**config.mk**
```make
export PLATFORM = sky130hd
export DESIGN_NAME = uart_tx_periph_flat
export DESIGN_NICKNAME = d
export VERILOG_FILES = /design/src/rtl/uart_tx_periph_if.sv /design/src/rtl/uart_tx_periph.sv /design/src/flat_wrapper.sv
export SDC_FILE = /design/constraint.sdc
export NUM_CORES = 1
export LEC_CHECK = 0
export BUFFER_PORTS_ARGS = -buffer_cell sky130_fd_sc_hd__buf_2
export CAP_MARGIN = 20
export CORE_MARGIN = 2
export CORE_UTILIZATION = 50
export CTS_BUF_LIST = sky130_fd_sc_hd__clkbuf_8 sky130_fd_sc_hd__clkbuf_16
export DETAILED_ROUTE_END_ITERATION = 8
export PLACE_DENSITY = 0.75
export SLEW_MARGIN = 15
export SYNTH_ARGS = -nofsm -noshare
export SYNTH_HDL_FRONTEND = slang
export SYNTH_SLANG_ARGS = --single-unit
```
**constraint.sdc**
```tcl
create_clock -name clk -period 4.7 [get_ports clk]
set_input_delay 0.47 -clock clk [delete_from_list [all_inputs] [get_ports clk]]
set_output_delay 0.47 -clock clk [all_outputs]
set_load 0.005 [all_outputs]
```
**src/rtl/uart_tx_periph_if.sv**
```systemverilog
// CPU data-bus slave port of the UART transmitter: command in, one-cycle read response out.
interface uart_tx_periph_if;
    logic        mem_cmd_sel;
    logic        mem_cmd_valid;
    logic        mem_cmd_wr;
    logic [11:0] mem_cmd_addr;
    logic [31:0] mem_cmd_wdata;
    logic        mem_rsp_ready;
    logic [31:0] mem_rsp_rdata;

    modport master (
        output mem_cmd_sel, mem_cmd_valid, mem_cmd_wr, mem_cmd_addr, mem_cmd_wdata,
        input  mem_rsp_ready, mem_rsp_rdata
    );

    modport slave (
        input  mem_cmd_sel, mem_cmd_valid, mem_cmd_wr, mem_cmd_addr, mem_cmd_wdata,
        output mem_rsp_ready, mem_rsp_rdata
    );
endinterface

```
**src/rtl/uart_tx_periph.sv**
```systemverilog
// Bus-mapped 8N1 UART transmitter with TX FIFO; parity bit optional under UART_TX_PARITY_EN.
// Read data one cycle after the command; no write backpressure, DATA writes while full are dropped and flag overflow.
module uart_tx_periph #(
    parameter int          FIFO_DEPTH     = 8,
    parameter logic [15:0] BAUD_DIV_RESET = 16'd433
) (
    input  logic              clk,
    input  logic              reset_,
    uart_tx_periph_if.slave   bus,
    output logic              txd
);
    localparam int PTR_W = $clog2(FIFO_DEPTH);
    localparam int LVL_W = PTR_W + 1;
    localparam logic [9:0] REG_DATA   = 10'd0;
    localparam logic [9:0] REG_STATUS = 10'd1;
    localparam logic [9:0] REG_BAUD   = 10'd2;

    typedef enum logic [2:0] {ST_IDLE, ST_START, ST_DATA, ST_PARITY, ST_STOP} state_t;

    state_t             state_q, state_d;
    logic [7:0]         shift_q, shift_d;
    logic [2:0]         bit_cnt_q, bit_cnt_d;
    logic [15:0]        timer_q, timer_d;
    logic               txd_q, txd_d;
    logic [PTR_W-1:0]   wr_ptr_q, wr_ptr_d, rd_ptr_q, rd_ptr_d;
    logic [LVL_W-1:0]   level_q, level_d;
    logic               ovf_q, ovf_d;
    logic [15:0]        baud_q, baud_d;
    logic               rsp_vld_q, rsp_vld_d;
    logic [31:0]        rsp_dat_q, rsp_dat_d;
    logic [7:0]         fifo_mem_q [FIFO_DEPTH];
`ifdef UART_TX_PARITY_EN
    logic               par_en_q, par_en_d, par_odd_q, par_odd_d, par_q, par_d;
`endif

    logic        cmd_take, cmd_rd, cmd_wr_data, cmd_wr_status, cmd_wr_baud;
    logic [9:0]  cmd_word;
    logic        fifo_full, fifo_empty, fifo_push, fifo_pop, start_frame, bit_end;
    logic [7:0]  fifo_head;
    logic [31:0] status_word, baud_word;
    logic        unused_ok;

    assign cmd_take      = bus.mem_cmd_valid & bus.mem_cmd_sel;
    assign cmd_word      = bus.mem_cmd_addr[11:2];
    assign cmd_rd        = cmd_take & ~bus.mem_cmd_wr;
    assign cmd_wr_data   = cmd_take & bus.mem_cmd_wr & (cmd_word == REG_DATA);
    assign cmd_wr_status = cmd_take & bus.mem_cmd_wr & (cmd_word == REG_STATUS);
    assign cmd_wr_baud   = cmd_take & bus.mem_cmd_wr & (cmd_word == REG_BAUD);

    // Full is the pre-pop view: a pop in the same cycle never rescues a write.
    assign fifo_full  = (level_q == LVL_W'(FIFO_DEPTH));
    assign fifo_empty = (level_q == '0);
    assign fifo_push  = cmd_wr_data & ~fifo_full;
    assign fifo_head  = fifo_mem_q[rd_ptr_q];

    assign status_word = {17'd0, 7'(level_q), 4'd0, ovf_q, fifo_empty, fifo_full, state_q != ST_IDLE};
`ifdef UART_TX_PARITY_EN
    assign baud_word   = {14'd0, par_odd_q, par_en_q, baud_q};
`else
    assign baud_word   = {16'd0, baud_q};
`endif
    assign unused_ok   = ^{bus.mem_cmd_addr[1:0], bus.mem_cmd_wdata[31:16]};

    always_comb begin
        state_d     = state_q;
        shift_d     = shift_q;
        bit_cnt_d   = bit_cnt_q;
        timer_d     = timer_q;
        start_frame = 1'b0;
        fifo_pop    = 1'b0;
        bit_end     = (timer_q == 16'd0);
`ifdef UART_TX_PARITY_EN
        par_d       = par_q;
`endif
        // Divider is re-read only at bit boundaries, so a new BAUD_DIV never truncates a bit.
        if (state_q != ST_IDLE) timer_d = bit_end ? baud_q : timer_q - 16'd1;
        case (state_q)
            ST_IDLE:  start_frame = !fifo_empty;
            ST_START: if (bit_end) state_d = ST_DATA;
            ST_DATA: begin
                if (bit_end) begin
                    shift_d   = {1'b0, shift_q[7:1]};
                    bit_cnt_d = bit_cnt_q - 3'd1;
                    if (bit_cnt_q == 3'd0) begin
`ifdef UART_TX_PARITY_EN
                        state_d = par_en_q ? ST_PARITY : ST_STOP;
                        par_d   = par_q ^ par_odd_q;
`else
                        state_d = ST_STOP;
`endif
                    end
                end
            end
`ifdef UART_TX_PARITY_EN
            ST_PARITY: if (bit_end) state_d = ST_STOP;
`endif
            ST_STOP: begin
                if (bit_end) begin
                    state_d     = ST_IDLE;
                    start_frame = !fifo_empty;
                end
            end
            default: state_d = ST_IDLE;
        endcase
        if (start_frame) begin
            fifo_pop  = 1'b1;
            shift_d   = fifo_head;
            bit_cnt_d = 3'd7;
            timer_d   = baud_q;
            state_d   = ST_START;
`ifdef UART_TX_PARITY_EN
            par_d     = ^fifo_head;
`endif
        end
        // txd is registered from the next state so the line never glitches.
        case (state_d)
            ST_START:  txd_d = 1'b0;
            ST_DATA:   txd_d = shift_d[0];
`ifdef UART_TX_PARITY_EN
            ST_PARITY: txd_d = par_d;
`endif
            default:   txd_d = 1'b1;
        endcase
    end

    always_comb begin
        wr_ptr_d  = wr_ptr_q;
        rd_ptr_d  = rd_ptr_q;
        level_d   = level_q;
        ovf_d     = ovf_q;
        baud_d    = baud_q;
        rsp_vld_d = cmd_rd;
        rsp_dat_d = 32'd0;
`ifdef UART_TX_PARITY_EN
        par_en_d  = par_en_q;
        par_odd_d = par_odd_q;
`endif
        if (fifo_push) wr_ptr_d = wr_ptr_q + PTR_W'(1);
        if (fifo_pop)  rd_ptr_d = rd_ptr_q + PTR_W'(1);
        if (fifo_push && !fifo_pop)      level_d = level_q + LVL_W'(1);
        else if (!fifo_push && fifo_pop) level_d = level_q - LVL_W'(1);
        if (cmd_wr_status && bus.mem_cmd_wdata[3]) ovf_d = 1'b0;
        if (cmd_wr_data && fifo_full)              ovf_d = 1'b1;
        if (cmd_wr_baud) begin
            baud_d    = bus.mem_cmd_wdata[15:0];
`ifdef UART_TX_PARITY_EN
            par_en_d  = bus.mem_cmd_wdata[16];
            par_odd_d = bus.mem_cmd_wdata[17];
`endif
        end
        if (cmd_rd) begin
            case (cmd_word)
                REG_STATUS: rsp_dat_d = status_word;
                REG_BAUD:   rsp_dat_d = baud_word;
                default:    rsp_dat_d = 32'd0;
            endcase
        end
    end

    always_ff @(posedge clk) begin
        if (fifo_push) fifo_mem_q[wr_ptr_q] <= bus.mem_cmd_wdata[7:0];
    end

    always_ff @(posedge clk or negedge reset_) begin
        if (!reset_) begin
            state_q   <= ST_IDLE;
            shift_q   <= 8'd0;
            bit_cnt_q <= 3'd0;
            timer_q   <= 16'd0;
            txd_q     <= 1'b1;
            wr_ptr_q  <= '0;
            rd_ptr_q  <= '0;
            level_q   <= '0;
            ovf_q     <= 1'b0;
            baud_q    <= BAUD_DIV_RESET;
            rsp_vld_q <= 1'b0;
            rsp_dat_q <= 32'd0;
`ifdef UART_TX_PARITY_EN
            par_en_q  <= 1'b0;
            par_odd_q <= 1'b0;
            par_q     <= 1'b0;
`endif
        end else begin
            state_q   <= state_d;
            shift_q   <= shift_d;
            bit_cnt_q <= bit_cnt_d;
            timer_q   <= timer_d;
            txd_q     <= txd_d;
            wr_ptr_q  <= wr_ptr_d;
            rd_ptr_q  <= rd_ptr_d;
            level_q   <= level_d;
            ovf_q     <= ovf_d;
            baud_q    <= baud_d;
            rsp_vld_q <= rsp_vld_d;
            rsp_dat_q <= rsp_dat_d;
`ifdef UART_TX_PARITY_EN
            par_en_q  <= par_en_d;
            par_odd_q <= par_odd_d;
            par_q     <= par_d;
`endif
        end
    end

    assign bus.mem_rsp_ready = rsp_vld_q;
    assign bus.mem_rsp_rdata = rsp_dat_q;
    assign txd               = txd_q;
endmodule

```
**src/flat_wrapper.sv**
```systemverilog
// flat-port wrapper written by rule: the top's interface ports become plain ports
module uart_tx_periph_flat 
#(
    parameter int          FIFO_DEPTH     = 8,
    parameter logic [15:0] BAUD_DIV_RESET = 16'd433
)
  (clk, reset_, txd, bus_mem_cmd_sel, bus_mem_cmd_valid, bus_mem_cmd_wr, bus_mem_cmd_addr, bus_mem_cmd_wdata, bus_mem_rsp_ready, bus_mem_rsp_rdata);
  uart_tx_periph_if bus_i ();
  input  logic clk;
  input  logic reset_;
  output logic txd;
  input wire logic [$bits(bus_i.mem_cmd_sel)-1:0] bus_mem_cmd_sel;
  input wire logic [$bits(bus_i.mem_cmd_valid)-1:0] bus_mem_cmd_valid;
  input wire logic [$bits(bus_i.mem_cmd_wr)-1:0] bus_mem_cmd_wr;
  input wire logic [$bits(bus_i.mem_cmd_addr)-1:0] bus_mem_cmd_addr;
  input wire logic [$bits(bus_i.mem_cmd_wdata)-1:0] bus_mem_cmd_wdata;
  output wire logic [$bits(bus_i.mem_rsp_ready)-1:0] bus_mem_rsp_ready;
  output wire logic [$bits(bus_i.mem_rsp_rdata)-1:0] bus_mem_rsp_rdata;
  assign bus_i.mem_cmd_sel = bus_mem_cmd_sel;
  assign bus_i.mem_cmd_valid = bus_mem_cmd_valid;
  assign bus_i.mem_cmd_wr = bus_mem_cmd_wr;
  assign bus_i.mem_cmd_addr = bus_mem_cmd_addr;
  assign bus_i.mem_cmd_wdata = bus_mem_cmd_wdata;
  assign bus_mem_rsp_ready = bus_i.mem_rsp_ready;
  assign bus_mem_rsp_rdata = bus_i.mem_rsp_rdata;
  uart_tx_periph #(.FIFO_DEPTH(FIFO_DEPTH), .BAUD_DIV_RESET(BAUD_DIV_RESET)) u_core (.clk(clk), .reset_(reset_), .bus(bus_i), .txd(txd));
endmodule
```
Word level (Yosys, flattened, before mapping). Memories as Yosys holds them, arrays and structs flattened. Cells that the tools add are included.

Flip-flop bits (word level): 91. Memory bits (writable): 64. Input port bits: 49. Output and inout bits: 34. Logic and storage cells: 83. Memories kept: 1.

Memory list: u_core.fifo_mem_q (depth 8, bits a word 8, read ports 1, clocked after memory_dff 0, wr ports 1, RTL line uart_tx_periph.sv:31) `logic [7:0] fifo_mem_q [FIFO_DEPTH];`.

$add $sub $neg: 6. Equality and inequality tests: 8. Muxes and demuxes: 27. Bitwise logic cells: 9. Reduce and logical (&&, ||, !) cells: 19.

Operators with widths (count): two-way mux 16 bit (3); two-way mux 32 bit (1); case mux 16 bit (2 select lines) (1); two-way mux 3 bit (8); two-way mux 8 bit (3); zero test 16 bit (1); subtractor 16 x 1 -> 16 bit (second input constant) (1); case mux 3 bit (4 select lines) (1); equality test 10 x 1 -> 1 bit (second input constant) (1); equality test 10 x 2 -> 1 bit (second input constant) (1); zero test 10 bit (1); nonzero test 2 bit (5); two-way mux 4 bit (2); bitwise AND 1 bit (7); adder 3 x 1 -> 3 bit (second input constant) (2); equality test 3 x 1 -> 1 bit (second input constant) (2); equality test 3 x 2 -> 1 bit (second input constant) (2); zero test 3 bit (2); two-way mux 1 bit (6); adder 4 x 1 -> 4 bit (second input constant) (1); equality test 4 bit (second input constant) (1); logical AND 1 bit (4); zero test 4 bit (1); case mux 1 bit (2 select lines) (2); 7 further kinds (10).

Depth between registers and ports, before layout.
Depth after elaboration: 8. Gate-level depth with buffers: 15. Mapped depth without buffers: 13.

Least setup slack after synthesis. No wires, ideal clock.

Kind: flip-flop to flip-flop. Start point: register u_core.timer_q[0]. End point: register u_core.level_q[3]. Setup time: 125 ps. Data arrival time: 2885 ps. Data required time: 4575 ps. Slack: 1689 ps. Cell stages (with the launch flop): 16. Buffers on the path: 2. Clock period less this slack: 3011 ps. Cells stage by stage: dfrtp_1 > inv_1 > ha_1 > nor3b_1 > and3_1 > buf_2 > a31oi_2 > buf_2 > ha_1 > inv_1 > ha_1 > a21o_1 > a21oi_1 > xnor2_1 > nor2_1 > xor2_1.

Word-level cells in the longest chain between the ends: 7. Elaborated cells between the ends (all ways): 9. Those cells by class: 4 x mux; 5 x reduce/logical.

Ends and longest elaborated chain: start: declaration (RTL line uart_tx_periph.sv:23) `logic [15:0] timer_q, timer_d;`; start signal: assignment (RTL line uart_tx_periph.sv:187) `timer_q <= timer_d;`; zero test 16 bit (*) (RTL line uart_tx_periph.sv:71) `bit_end = (timer_q == 16'd0);`; two-way mux 1 bit (*) (RTL line uart_tx_periph.sv:98) `if (bit_end) begin`; case mux 1 bit (2 select lines) (*) (RTL line uart_tx_periph.sv:77) `case (state_q)`; two-way mux 1 bit (*) (RTL line uart_tx_periph.sv:105) `if (start_frame) begin`; zero test 1 bit (RTL line uart_tx_periph.sv:140) `if (fifo_push && !fifo_pop) level_d = level_q + LVL_W'(1);`; logical AND 1 bit (RTL line uart_tx_periph.sv:140); two-way mux 4 bit or nonzero test 2 bit (tied branches); end signal: assignment (RTL line uart_tx_periph.sv:191) `level_q <= level_d;`; end: declaration (RTL line uart_tx_periph.sv:26) `logic [LVL_W-1:0] level_q, level_d;`.

Mark *: on every way between the ends. The rest lies on a longest branch, timed or not. A chain may end at the register's enable or synchronous reset.

Final worst setup path.
Start point: register u_core.level_q[1]. End point: register u_core.level_q[3].

Word-level cells in the longest chain between the ends: 8. Elaborated cells between the ends (all ways): 17. Those cells by class: 2 x add/sub; 1 x eq/ne; 5 x mux; 2 x bitwise; 7 x reduce/logical.

Ends and longest elaborated chain: zero test 4 bit (RTL line uart_tx_periph.sv:52) `assign fifo_empty = (level_q == '0);`; zero test 1 bit (RTL line uart_tx_periph.sv:78, uart_tx_periph.sv:100); two-way mux 1 bit (RTL line uart_tx_periph.sv:98); case mux 1 bit (2 select lines) (RTL line uart_tx_periph.sv:77); two-way mux 1 bit (RTL line uart_tx_periph.sv:105); zero test 1 bit (RTL line uart_tx_periph.sv:140); logical AND 1 bit (RTL line uart_tx_periph.sv:140); two-way mux 4 bit or nonzero test 2 bit (tied branches).

Parallel ways exist; a longest one is shown, timed or not. The select of a mux whose other input is x is not followed.

==> key figures <==
Synth
  – #FFs+latches synth: 139
  – Synthesized cell area: 6190 sq um
  – Syn. warnings: 0
  – Post-synth cell types: 69
  – Post-synthesis sequential area ratio: 0.614
  – Post-synth EDFFs: 64
  – Post-synthesis cell count: 447
  – FFs w/ async S/R, synth: 0.540
  – Syn_area_per_cell: 13.9 sq um
  – Top_reg_cell synth: dfrtp_1

Worst setup path
  – WP buf/inv: 2
  – Crit path max fanout: 19
  – CP most frequent cell: ha_1
  – Largest delay contributor family on the critical path: simple AND/OR/NAND/NOR gates
  – Data required, critical path: 5.00 ns
  – Worst R2R Path Depth: 12
  – RR Startpoint: u_core.level_q[1]
  – Kind of end point of the critical path: register
  – R2R setup slack: 1.27 ns
  – Crit-path cells: nor4_2, nor3_1, a31oi_2, buf_4, ha_1, inv_1, ha_1, a21o_1, a21oi_1, xnor2_1, nor2_1, xor2_1
  – Worst EP arrival: 3.73 ns
  – Crit Reg-Reg Endpoint: u_core.level_q[3]
  – Crit-path slowest cell: nor4_2
  – Worst path max stage delay: 0.74 ns
  – CP Class: reg -> reg
  – Worst path depth: 12
  – Startpoint type of the worst setup path: register

Route
  – Remaining antenna violation count: 0
  – Detailed-router iteration count before antenna repair: 5
  – Via count: 3824
  – Vias per cell: 5.64
  – DRC: 0
  – Routed wire length: 12000 microns
  – Starting DRC count in detailed routing: 254
  – DR WL/cell: 17.7 microns

GRT
  – Global Route Usage Sum: 0.195
  – First-pass GRT wire length: 19500 microns
  – Number of global-route vias before repair: 3816
  – Gr ovfl total: 0
  – Initial antenna violation count: 0
  – Largest net degree at the start of global routing: 76

Power
  – Reg power frac: 0.468
  – Sw Ratio: 0.288
  – Net Sw Power: 0.00101 W
  – Cell Int Power: 0.00250 W
  – Combinational power share: 0.191
  – Clock power frac: 0.341
  – Post-layout power: 0.00351 W
  – Maximum VDD drop: 0.000286 V
  – Pwr dens: 498 nW/um^2
  – Leakage: 2.92 nW

Clock tree
  – Post-CTS Resized: 0
  – Post-CTS setup buffer count: 0
  – CTS tree: built
  – Root buffer cell: clkbuf_16
  – Cts bufs inserted: 17
  – Clk sinks: 139
  – Clock Tree Buf Depth: 2
  – Reg clk slew, reported paths: 0.06 ns
  – Htree depth: 4
  – Clk_lat worst skew: 0.42 ns
  – Cts hold-fix bufs: 0

Layout
  – Fin nets: 555
  – Non-Filler Instances: 678
  – Diodes inserted: 0
  – Final instance area: 7050 sq um
  – Share of layout cells above drive strength 1: 0.241
  – Layout area overhead: 13.8%

Floorplanning
  – Die area: 13300 sq um
  – Initial Util: 0.514
  – Die height: 115 microns
  – CORE AREA: 12100 sq um
  – IO Pins: 83
  – Rows: 40
  – Die width: 115 microns

STA
  – Slew @ Worst Pin: 0.993 ns
  – Setup-failing EPs final: 0
  – RSZ-0062 raised after global routing: no
  – Fmax: 292 MHz
  – Final Max Slew Viols: 0
  – Clk_skew: 0.00592 ns
  – Worst hold slack: 0.203 ns
  – Relative slew slack: 0.337
  – Setup tns final: 0 ns
  – Period Utilization, post-route: 0.729
  – Final critical-path required period: 3.43 ns
  – Final Hold Viols: 0

Job
  – MaxCap Viol Count: 0

Outcome
  – Status: complete, no violations

Placed design
  – I/O Buffers: 48
  – HPWL after DPL: 7890 microns
  – Post-DP Area: 6520 sq um
  – Placed cell count: 646
  – Placer Congestion: 0.834

Worst hold path
  – Hold Crit Class: in -> async
## metal layers
layer | part of all wire | up-vias | track usage
li1 | - | 1760 | -
met1 | 0.44 | 1925 | 0.264
met2 | 0.49 | 116 | 0.297
met3 | 0.052 | 23 | 0.0543
met4 | 0.021 | 0 | 0.0851
met5 | 0 | - | 0
## how the worst max path moves through the flow
stage	from	end	slack (ns)
floorplan	u_core.timer_q[0]	u_core.level_q[3]	1.69
global placement	u_core.level_q[1]	u_core.level_q[3]	1.45
detailed placement	u_core.level_q[1]	u_core.level_q[3]	1.35
CTS	u_core.level_q[1]	u_core.level_q[3]	1.33
global route	u_core.level_q[1]	u_core.level_q[3]	1.11
finish	u_core.level_q[1]	u_core.level_q[3]	1.27
## registers in the layout, summed over array words and instances (netlist names)
| name | count |
|---|---|
| u_core.bus.mem_rsp_ready | 1 |
| u_core.level_q | 4 |
| u_core.txd | 1 |
| u_core.shift_q | 8 |
| u_core.fifo_mem_q | 64 |
| u_core.rd_ptr_q | 3 |
| u_core.bit_cnt_q | 3 |
| u_core.wr_ptr_q | 3 |
| u_core.timer_q | 16 |
| u_core.state_q | 3 |
| u_core.baud_q | 16 |
| u_core.ovf_q | 1 |
| u_core.bus.mem_rsp_rdata | 16 |
## Yosys cell counts (3+ instances only)
cell	instances	share of area
a211o_1	3	0.0042
a211oi_1	3	0.0036
a21o_1	3	0.0036
a21oi_1	10	0.0081
a221o_1	9	0.015
a22oi_1	10	0.012
and3_1	14	0.014
buf_2	10	0.0081
buf_4	16	0.019
clkbuf_1	7	0.0042
dfrtp_1	69	0.28
dfstp_2	6	0.025
edfxtp_1	64	0.31
ha_1	8	0.016
inv_1	13	0.0079
mux2_1	10	0.018
mux2_2	10	0.018
mux2i_1	8	0.013
mux4_2	16	0.058
nand2_1	20	0.012
nand2b_1	5	0.0050
nand3_1	7	0.0057
nor2_1	31	0.019
nor2b_1	3	0.0030
nor3_1	10	0.0081
nor3b_1	3	0.0036
nor4_1	6	0.0061
o211ai_1	5	0.0061
o21ai_0	4	0.0032
o21ai_1	5	0.0040
o2bb2ai_1	3	0.0042
o311ai_1	3	0.0042
o31ai_1	3	0.0036
xnor2_1	6	0.0085
xor2_1	3	0.0042
## placed cells by master (no fill, tap or decap), types with 4 or more instances in the layout
cell and count:
mux2_1 10, o211ai_1 5, buf_4 4, conb_1 16, nand2_1 20, mux2i_1 8
nand3_1 7, o21ai_0 4, nor3_1 10, mux4_2 16, clkbuf_16 17, dfrtp_1 68
xnor2_1 6, edfxtp_1 64, inv_1 15, a221o_1 9, a22oi_1 10, nand2b_1 5
clkinv_1 4, clkinvlp_4 4, nor4_1 6, dfstp_2 6, and3_1 14, nor2_1 31
a21oi_1 10, buf_2 47, o21ai_1 5, mux2_2 10, ha_1 8
## metrics by stage
step / setup slack [ns] / utilization
6_report: 1.27 / 0.585
5_1_grt: 1.11 / 0.585
4_1_cts: 1.33 / 0.585
3_5_place_dp: 1.35 / 0.540
3_3_place_gp: 1.45 / 0.540
2_1_floorplan: 1.69 / -
## power groups by stage
stage	Combinational, W	Sequential [W]	Clock, W
after floorplan	0.000626	0.00153	0
after global placement	0.000643	0.00165	0
after detailed placement	0.000666	0.00166	0
after CTS	0.000674	0.00164	0.00121
after global routing	0.000739	0.00167	0.00126
final	0.000670	0.00164	0.00120
## cell type report
| cell class | instances | area [sq um] |
|---|---|---|
| Clock buffer | 17 | 425 |
| Tap cell | 168 | 210 |
| Sequential cell | 139 | 3810 |
| Multi-Input combinational cell | 275 | 2180 |
| Inverter | 13 | 48.8 |
| Clock inverter | 15 | 110 |
| Fill cell | 925 | 5010 |
| Timing Repair Buffer | 51 | 265 |
## cell families after synthesis
group / count (synthesis) / synth area share
AND/OR/NAND/NOR: 124 / 0.114
XOR/XNOR: 9 / 0.0127
buffers and inverters: 48 / 0.0420
other: 1 / 0.000605
multiplexers: 44 / 0.107
adder cells (fa/ha/maj): 9 / 0.0194
AO/OA/AOI/OAI: 73 / 0.0897
flip-flops: 139 / 0.614
Power figures use the tool's default switching activity.
